[src/rtl/tart_mcb_arbiter_pkg.sv]
// Shared configuration for the TART MCB arbiter: FSM encodings, WMAX range
// limits and the grant encoding used by the arbitration function.
package tart_mcb_arbiter_pkg;

    localparam logic [0:0] ST_IDLE = 1'b0;
    localparam logic [0:0] ST_CMD  = 1'b1;

    // wcnt is 4 bits wide, so WMAX cannot exceed 15.
    localparam int WMAX_MIN = 1;
    localparam int WMAX_MAX = 15;

    typedef enum logic [1:0] {
        GNT_NONE = 2'd0,
        GNT_WR   = 2'd1,
        GNT_RD   = 2'd2
    } gnt_e;

    function automatic int wmax_clamp(input int w);
        if (w < WMAX_MIN) return WMAX_MIN;
        if (w > WMAX_MAX) return WMAX_MAX;
        return w;
    endfunction

endpackage

[src/rtl/tart_mcb_arbiter.sv]
// Two-client (acquisition write / prefetch read) arbiter in front of an MCB port.
// Define TART_ARB_STATS_EN to build the saturating read-starvation counter on stall_o.
module tart_mcb_arbiter
    import tart_mcb_arbiter_pkg::*;
#(
    parameter int ABITS = 21,
    parameter int DBITS = 32,
    parameter int WMAX  = 4,
    parameter int DELAY = 3
) (
    input  logic             clock_i,
    input  logic             reset_i,

    input  logic             wr_req_i,
    input  logic [ABITS-1:0] wr_adr_i,
    input  logic [DBITS-1:0] wr_dat_i,
    output logic             wr_gnt_o,

    input  logic             rd_req_i,
    input  logic [ABITS-1:0] rd_adr_i,
    output logic             rd_gnt_o,
    output logic             rd_ack_o,
    output logic [DBITS-1:0] rd_dat_o,

    output logic             mcb_ce_o,
    output logic             mcb_wr_o,
    output logic [ABITS-1:0] mcb_adr_o,
    output logic [DBITS-1:0] mcb_dat_o,
    input  logic             mcb_rdy_i,
    input  logic             mcb_ack_i,
    input  logic [DBITS-1:0] mcb_dat_i,

    output logic             busy_o,
    output logic             err_o,
    output logic [15:0]      stall_o
);

    localparam logic [3:0] WCAP = 4'(wmax_clamp(WMAX));

    // DELAY only shaped simulation timing in the original design; it has no hardware effect.
    logic unused_delay;
    assign unused_delay = ^DELAY;

    logic [0:0]       state_q,   state_d;
    logic [3:0]       wcnt_q,    wcnt_d;
    logic             rd_pend_q, rd_pend_d;
    logic             err_q,     err_d;
    logic             wr_gnt_q,  wr_gnt_d;
    logic             rd_gnt_q,  rd_gnt_d;
    logic             rd_ack_q,  rd_ack_d;
    logic [DBITS-1:0] rd_dat_q,  rd_dat_d;
    logic             mcb_wr_q,  mcb_wr_d;
    logic [ABITS-1:0] mcb_adr_q, mcb_adr_d;
    logic [DBITS-1:0] mcb_dat_q, mcb_dat_d;
    gnt_e             gnt;

    // Writes win unless a read can go and the write burst has reached its cap.
    function automatic gnt_e arbitrate(input logic rdy, input logic wr_req,
                                       input logic rd_ok, input logic [3:0] wcnt);
        if (!rdy) return GNT_NONE;
        if (rd_ok && (!wr_req || wcnt == WCAP)) return GNT_RD;
        if (wr_req) return GNT_WR;
        return GNT_NONE;
    endfunction

    always_comb begin
        // NOTE: every signal gets a default up front so no path leaves it unassigned (no latches).
        gnt       = GNT_NONE;
        state_d   = ST_IDLE;
        wcnt_d    = wcnt_q;
        rd_pend_d = rd_pend_q;
        err_d     = err_q;
        wr_gnt_d  = 1'b0;
        rd_gnt_d  = 1'b0;
        rd_ack_d  = 1'b0;
        rd_dat_d  = rd_dat_q;
        mcb_wr_d  = mcb_wr_q;
        mcb_adr_d = mcb_adr_q;
        mcb_dat_d = mcb_dat_q;

        if (state_q == ST_IDLE) begin
            gnt = arbitrate(mcb_rdy_i, wr_req_i, rd_req_i & ~rd_pend_q, wcnt_q);
            if (!wr_req_i) wcnt_d = '0;
            case (gnt)
                GNT_WR: begin
                    state_d   = ST_CMD;
                    wr_gnt_d  = 1'b1;
                    mcb_wr_d  = 1'b1;
                    mcb_adr_d = wr_adr_i;
                    mcb_dat_d = wr_dat_i;
                    // Held at the cap while a read is outstanding so the read wins once it clears.
                    if (wcnt_q != WCAP) wcnt_d = wcnt_q + 4'd1;
                end
                GNT_RD: begin
                    state_d   = ST_CMD;
                    rd_gnt_d  = 1'b1;
                    mcb_wr_d  = 1'b0;
                    mcb_adr_d = rd_adr_i;
                    wcnt_d    = '0;
                    rd_pend_d = 1'b1;
                end
                default: ;
            endcase
        end

        if (mcb_ack_i) begin
            rd_dat_d = mcb_dat_i;
            if (rd_pend_q) begin
                rd_ack_d  = 1'b1;
                rd_pend_d = 1'b0;
            end else begin
                err_d = 1'b1;
            end
        end
    end

    always_ff @(posedge clock_i) begin
        // NOTE: sequential state uses non-blocking assignments so all flops update together.
        if (reset_i) begin
            state_q   <= ST_IDLE;
            wcnt_q    <= '0;
            rd_pend_q <= 1'b0;
            err_q     <= 1'b0;
            wr_gnt_q  <= 1'b0;
            rd_gnt_q  <= 1'b0;
            rd_ack_q  <= 1'b0;
            rd_dat_q  <= '0;
            mcb_wr_q  <= 1'b0;
            mcb_adr_q <= '0;
            mcb_dat_q <= '0;
        end else begin
            state_q   <= state_d;
            wcnt_q    <= wcnt_d;
            rd_pend_q <= rd_pend_d;
            err_q     <= err_d;
            wr_gnt_q  <= wr_gnt_d;
            rd_gnt_q  <= rd_gnt_d;
            rd_ack_q  <= rd_ack_d;
            rd_dat_q  <= rd_dat_d;
            mcb_wr_q  <= mcb_wr_d;
            mcb_adr_q <= mcb_adr_d;
            mcb_dat_q <= mcb_dat_d;
        end
    end

`ifdef TART_ARB_STATS_EN
    logic [15:0] stall_q, stall_d;

    always_comb begin
        stall_d = stall_q;
        if (rd_req_i && !rd_gnt_q && stall_q != 16'hFFFF) stall_d = stall_q + 16'd1;
    end

    always_ff @(posedge clock_i) begin
        if (reset_i) stall_q <= '0;
        else         stall_q <= stall_d;
    end

    assign stall_o = stall_q;
`else
    assign stall_o = '0;
`endif

    assign mcb_ce_o  = (state_q == ST_CMD);
    assign mcb_wr_o  = mcb_wr_q;
    assign mcb_adr_o = mcb_adr_q;
    assign mcb_dat_o = mcb_dat_q;
    assign wr_gnt_o  = wr_gnt_q;
    assign rd_gnt_o  = rd_gnt_q;
    assign rd_ack_o  = rd_ack_q;
    assign rd_dat_o  = rd_dat_q;
    assign busy_o    = mcb_ce_o | rd_pend_q;
    assign err_o     = err_q;

endmodule

[config.mk]
export PLATFORM = sky130hd
export DESIGN_NAME = tart_mcb_arbiter
export DESIGN_NICKNAME = d
export VERILOG_FILES = /design/src/rtl/tart_mcb_arbiter_pkg.sv /design/src/rtl/tart_mcb_arbiter.sv
export SDC_FILE = /design/constraint.sdc
export NUM_CORES = 1
export LEC_CHECK = 0
export ABC_AREA = 1
export CAP_MARGIN = 0
export CORE_MARGIN = 2
export CORE_UTILIZATION = 38
export DETAILED_ROUTE_END_ITERATION = 6
export GPL_TIMING_DRIVEN = 0
export PLACE_DENSITY = 0.84
export SYNTH_ARGS = -nofsm -noshare
export SYNTH_HDL_FRONTEND = slang
export SYNTH_SLANG_ARGS = --single-unit
[constraint.sdc]
create_clock -name clock_i -period 2.65 [get_ports clock_i]
set_input_delay 0.3975 -clock clock_i [delete_from_list [all_inputs] [get_ports clock_i]]
set_output_delay 0.3975 -clock clock_i [all_outputs]
set_load 0.02 [all_outputs]
==> flow_metrics.env <==
export IMPL_yosysMostFrequentCell="nor2_1"
export IMPL_grt_pass1_wl_um=17800
export IMPL_timing_fmax_ghz=0.447
export IMPL_path_class="reg -> reg"
export IMPL_grt_max_degree=16
export IMPL_yosys_area_share_xor_xnor_pct=0.234
export IMPL_dp_worst_setup_slack_ns=0.234
export IMPL_finClkSkew_ns=0.00760
export IMPL_async_flop_share_pct=0
export IMPL_portBuffers=203
export IMPL_seq_area_frac_synth_pct=51.4
export IMPL_min_path_cells=1
export IMPL_synth_compound_area_share_pct=16.3
export IMPL_grt_overflow_total=0
export IMPL_synth_cell_types=22
export IMPL_reg2reg_from="wcnt_q[0]"
export IMPL_cp_end_kind="flip-flop"
export IMPL_rows=36
export IMPL_ys_warn_count=0
export IMPL_cts_resized=0
export IMPL_place_gp_congestion=0.828
export IMPL_clock_latency_ns=0.36
export IMPL_cp_required_ns=2.89
export IMPL_postSynthCellCount=482
export IMPL_synth_commonest_cells="nor2_1, dfxtp_1, o21ai_0, nand2_1, a31oi_1"
export IMPL_drt_wirelength_per_cell_um=13.5
export IMPL_hold_path_startpoint="rd_pend_q"
export IMPL_setup_worst_path_start="wcnt_q[0]"
export IMPL_worstHoldPathType="reg -> reg"
export IMPL_synth_edff_count=0
export IMPL_path_max_fanout=10
export IMPL_critPathMaxStageDelay_ns=0.43
export IMPL_die_h_um=103
export IMPL_cts_sinks=96
export IMPL_synth_seq_cells=96
export IMPL_first_global_vias=4037
export IMPL_outcome="completed"
export IMPL_r2r_end="mcb_adr_o[6]"
export IMPL_cts_buffer_depth=2
export IMPL_synth_top_family_by_area="simple AND/OR/NAND/NOR gates"
export IMPL_grtUsageTotal_pct=21.1
export IMPL_layout_setup_ws_ns=0.413
export IMPL_drc_errors=0
export IMPL_root_buffer="clkbuf_8"
export IMPL_critical_path_most_common_cell="nand3_1"
export IMPL_yosys_top_cells_area="dfxtp_1, nor2_1, o21ai_0"
export IMPL_synth_simple_gate_area_share_pct=21.4
export IMPL_drt_iter0_markers=156
export IMPL_grt_antenna_before_repair=0
export IMPL_critPathLaunchType="flip-flop"
export IMPL_crit_slowest_cell="dfxtp_1"
export IMPL_io_pin_count=220
export IMPL_cts_tree="built"
export IMPL_finalHoldViolations=0
export IMPL_viasPerCell=4.73
export IMPL_path_cells="inv_1, ha_1, nand3_1, nand2_1, nand3_1, nand3_1, ha_1, nor2_4, buf_2, a31oi_1"
export IMPL_ir_worst_vdd_v=0.000333
export IMPL_drt_wl_total_um=11500
export IMPL_diodes=0
export IMPL_drive_above_1_share_pct=7.96
export IMPL_fin_crit_ns=2.24
export IMPL_num_vias=4016
export IMPL_areaGrowthSynthToFinish_pct=65.3
export IMPL_synthAdderAreaFrac_pct=1.34
export IMPL_powerDensity_nw_per_um2=546
export IMPL_worst_r2r_setup_slack_ns=0.41
export IMPL_n_fill_cell=824
export IMPL_final_setup_tns_ns=0
export IMPL_clkSlewWorstSetupHoldPaths_ns=0.09
export IMPL_die_area_um2=10700
export IMPL_core_um2=9680
export IMPL_synthMuxAreaShare_pct=0
export IMPL_initial_core_util_pct=38.6
export IMPL_rsz0062_at_grt="false"
export IMPL_crit_end="mcb_adr_o[6]"
export IMPL_final_core_util_pct=63.9
export IMPL_die_w_um=103
export IMPL_fin_nets=827
export IMPL_dp_hpwl_um=8940
export IMPL_yosys_area_top_type_share_pct=51.4
export IMPL_ctsHoldBuffers=0
export IMPL_rr_worst_depth=10
export IMPL_syn_area_um2=3740
export IMPL_ant_nets=0
export IMPL_post_cts_setup_buffers=0
export IMPL_p_leak_nw=2.59
export IMPL_crit_cells=10
export IMPL_htree_levels=3
export IMPL_cp_top_family="simple AND/OR/NAND/NOR gates"
export IMPL_synth_ff_type="dfxtp_1"
export IMPL_cts_inserted_buffers=9
export IMPL_first_pass_iters=7
export IMPL_cap_violations=0
export IMPL_crit_buf_inv=2
export IMPL_synth_top_area_cell="dfxtp_1"
export IMPL_finalSetupViolCount=0
export IMPL_critPathArrivalTime_ns=2.47
export IMPL_maxSlewViolCount=0
export IMPL_syn_area_per_cell_um2=7.76
export IMPL_fin_crit_sh_pct=84.4
==> registers in the layout, indices dropped and copies added, names as in the netlist <==
| name | count |
|---|---|
| rd_dat_o | 32 |
| mcb_ce_o | 1 |
| rd_gnt_o | 1 |
| mcb_wr_o | 1 |
| mcb_dat_o | 32 |
| wr_gnt_o | 1 |
| rd_pend_q | 1 |
| wcnt_q | 4 |
| mcb_adr_o | 21 |
| err_o | 1 |
| rd_ack_o | 1 |
==> cell families (layout without fill, tap and decap cells) <==
group                      Yosys count  in the layout
and+or+nand+nor                    205            205
other                                1             16
DFF                                 96             96
AOI/OAI and AO/OA                  116            116
buffers and inverters               59            278
adders and majority gates            4              4
xor gates and xnor gates             1              1
==> how the worst min path moves through the flow <==
stage	slack, ns	endpoint
2_1_floorplan	0.44	rd_pend_q
3_3_place_gp	0.45	err_o
3_5_place_dp	0.46	rd_pend_q
4_1_cts	0.48	rd_pend_q
5_1_grt	0.51	rd_pend_q
6_report	0.47	rd_pend_q
==> through the flow <==
stage | cells | total power, W | hold WS [ns] | instance area [um2]
CTS | 849 | 0.00341 | 0.475 | 6180
floorplan | 497 | 0.00202 | 0.437 | 3800
finish | 849 | 0.00338 | 0.469 | 6180
detailed placement | 833 | 0.00247 | 0.457 | 6000
global placement | 833 | 0.00245 | 0.455 | 6000
global route | 849 | 0.00353 | 0.508 | 6180
==> metal layers <==
layer / vias up / part of all wire [%] / track usage (%)
met3: 28 / 8.3 / 6.05
met1: 1822 / 40 / 23.0
li1: 1993 / - / -
met2: 173 / 49 / 37.5
met4: 0 / 2.6 / 10.1
met5: - / 0 / 0
==> cells in the final DEF, fill, tap and decap left out, drive strengths merged <==
master         Yosys  routed
a31oi             21      21
nand3              8       8
clkinv             0       3
buf               37      37
clkdlybuf4s50      0     203
ha                 4       4
a211oi             1       1
clkinvlp           0       2
nand2             57      57
clkbuf             8      18
bufinv             0       1
nor3               1       1
nand4              1       1
inv               14      14
dfxtp             96      96
nand3b             1       1
xor2               1       1
nor2             137     137
conb               1      16
o21ai             87      87
a21oi              7       7
==> layout make-up <==
class | count | area [um2] | area share, %
buffer | 45 | 293 | 4.73
timing repair buffer | 203 | 2030 | 32.9
clock inverter | 6 | 60.1 | 0.971
multi-input combinational | 342 | 1530 | 24.7
inverter | 14 | 52.6 | 0.850
clock buffer | 10 | 128 | 2.06
sequential | 96 | 1920 | 31.1
tap | 133 | 166 | 2.69
==> power breakdown <==
group / internal, W / leakage, nW / switching [W] / total [W]
combinational: 0.000428 / 1.70 / 0.000405 / 0.000833
clock: 0.000432 / 0.0920 / 0.000503 / 0.000935
sequential: 0.00155 / 0.792 / 0.0000583 / 0.00161
Power figures use the tool's default switching activity.
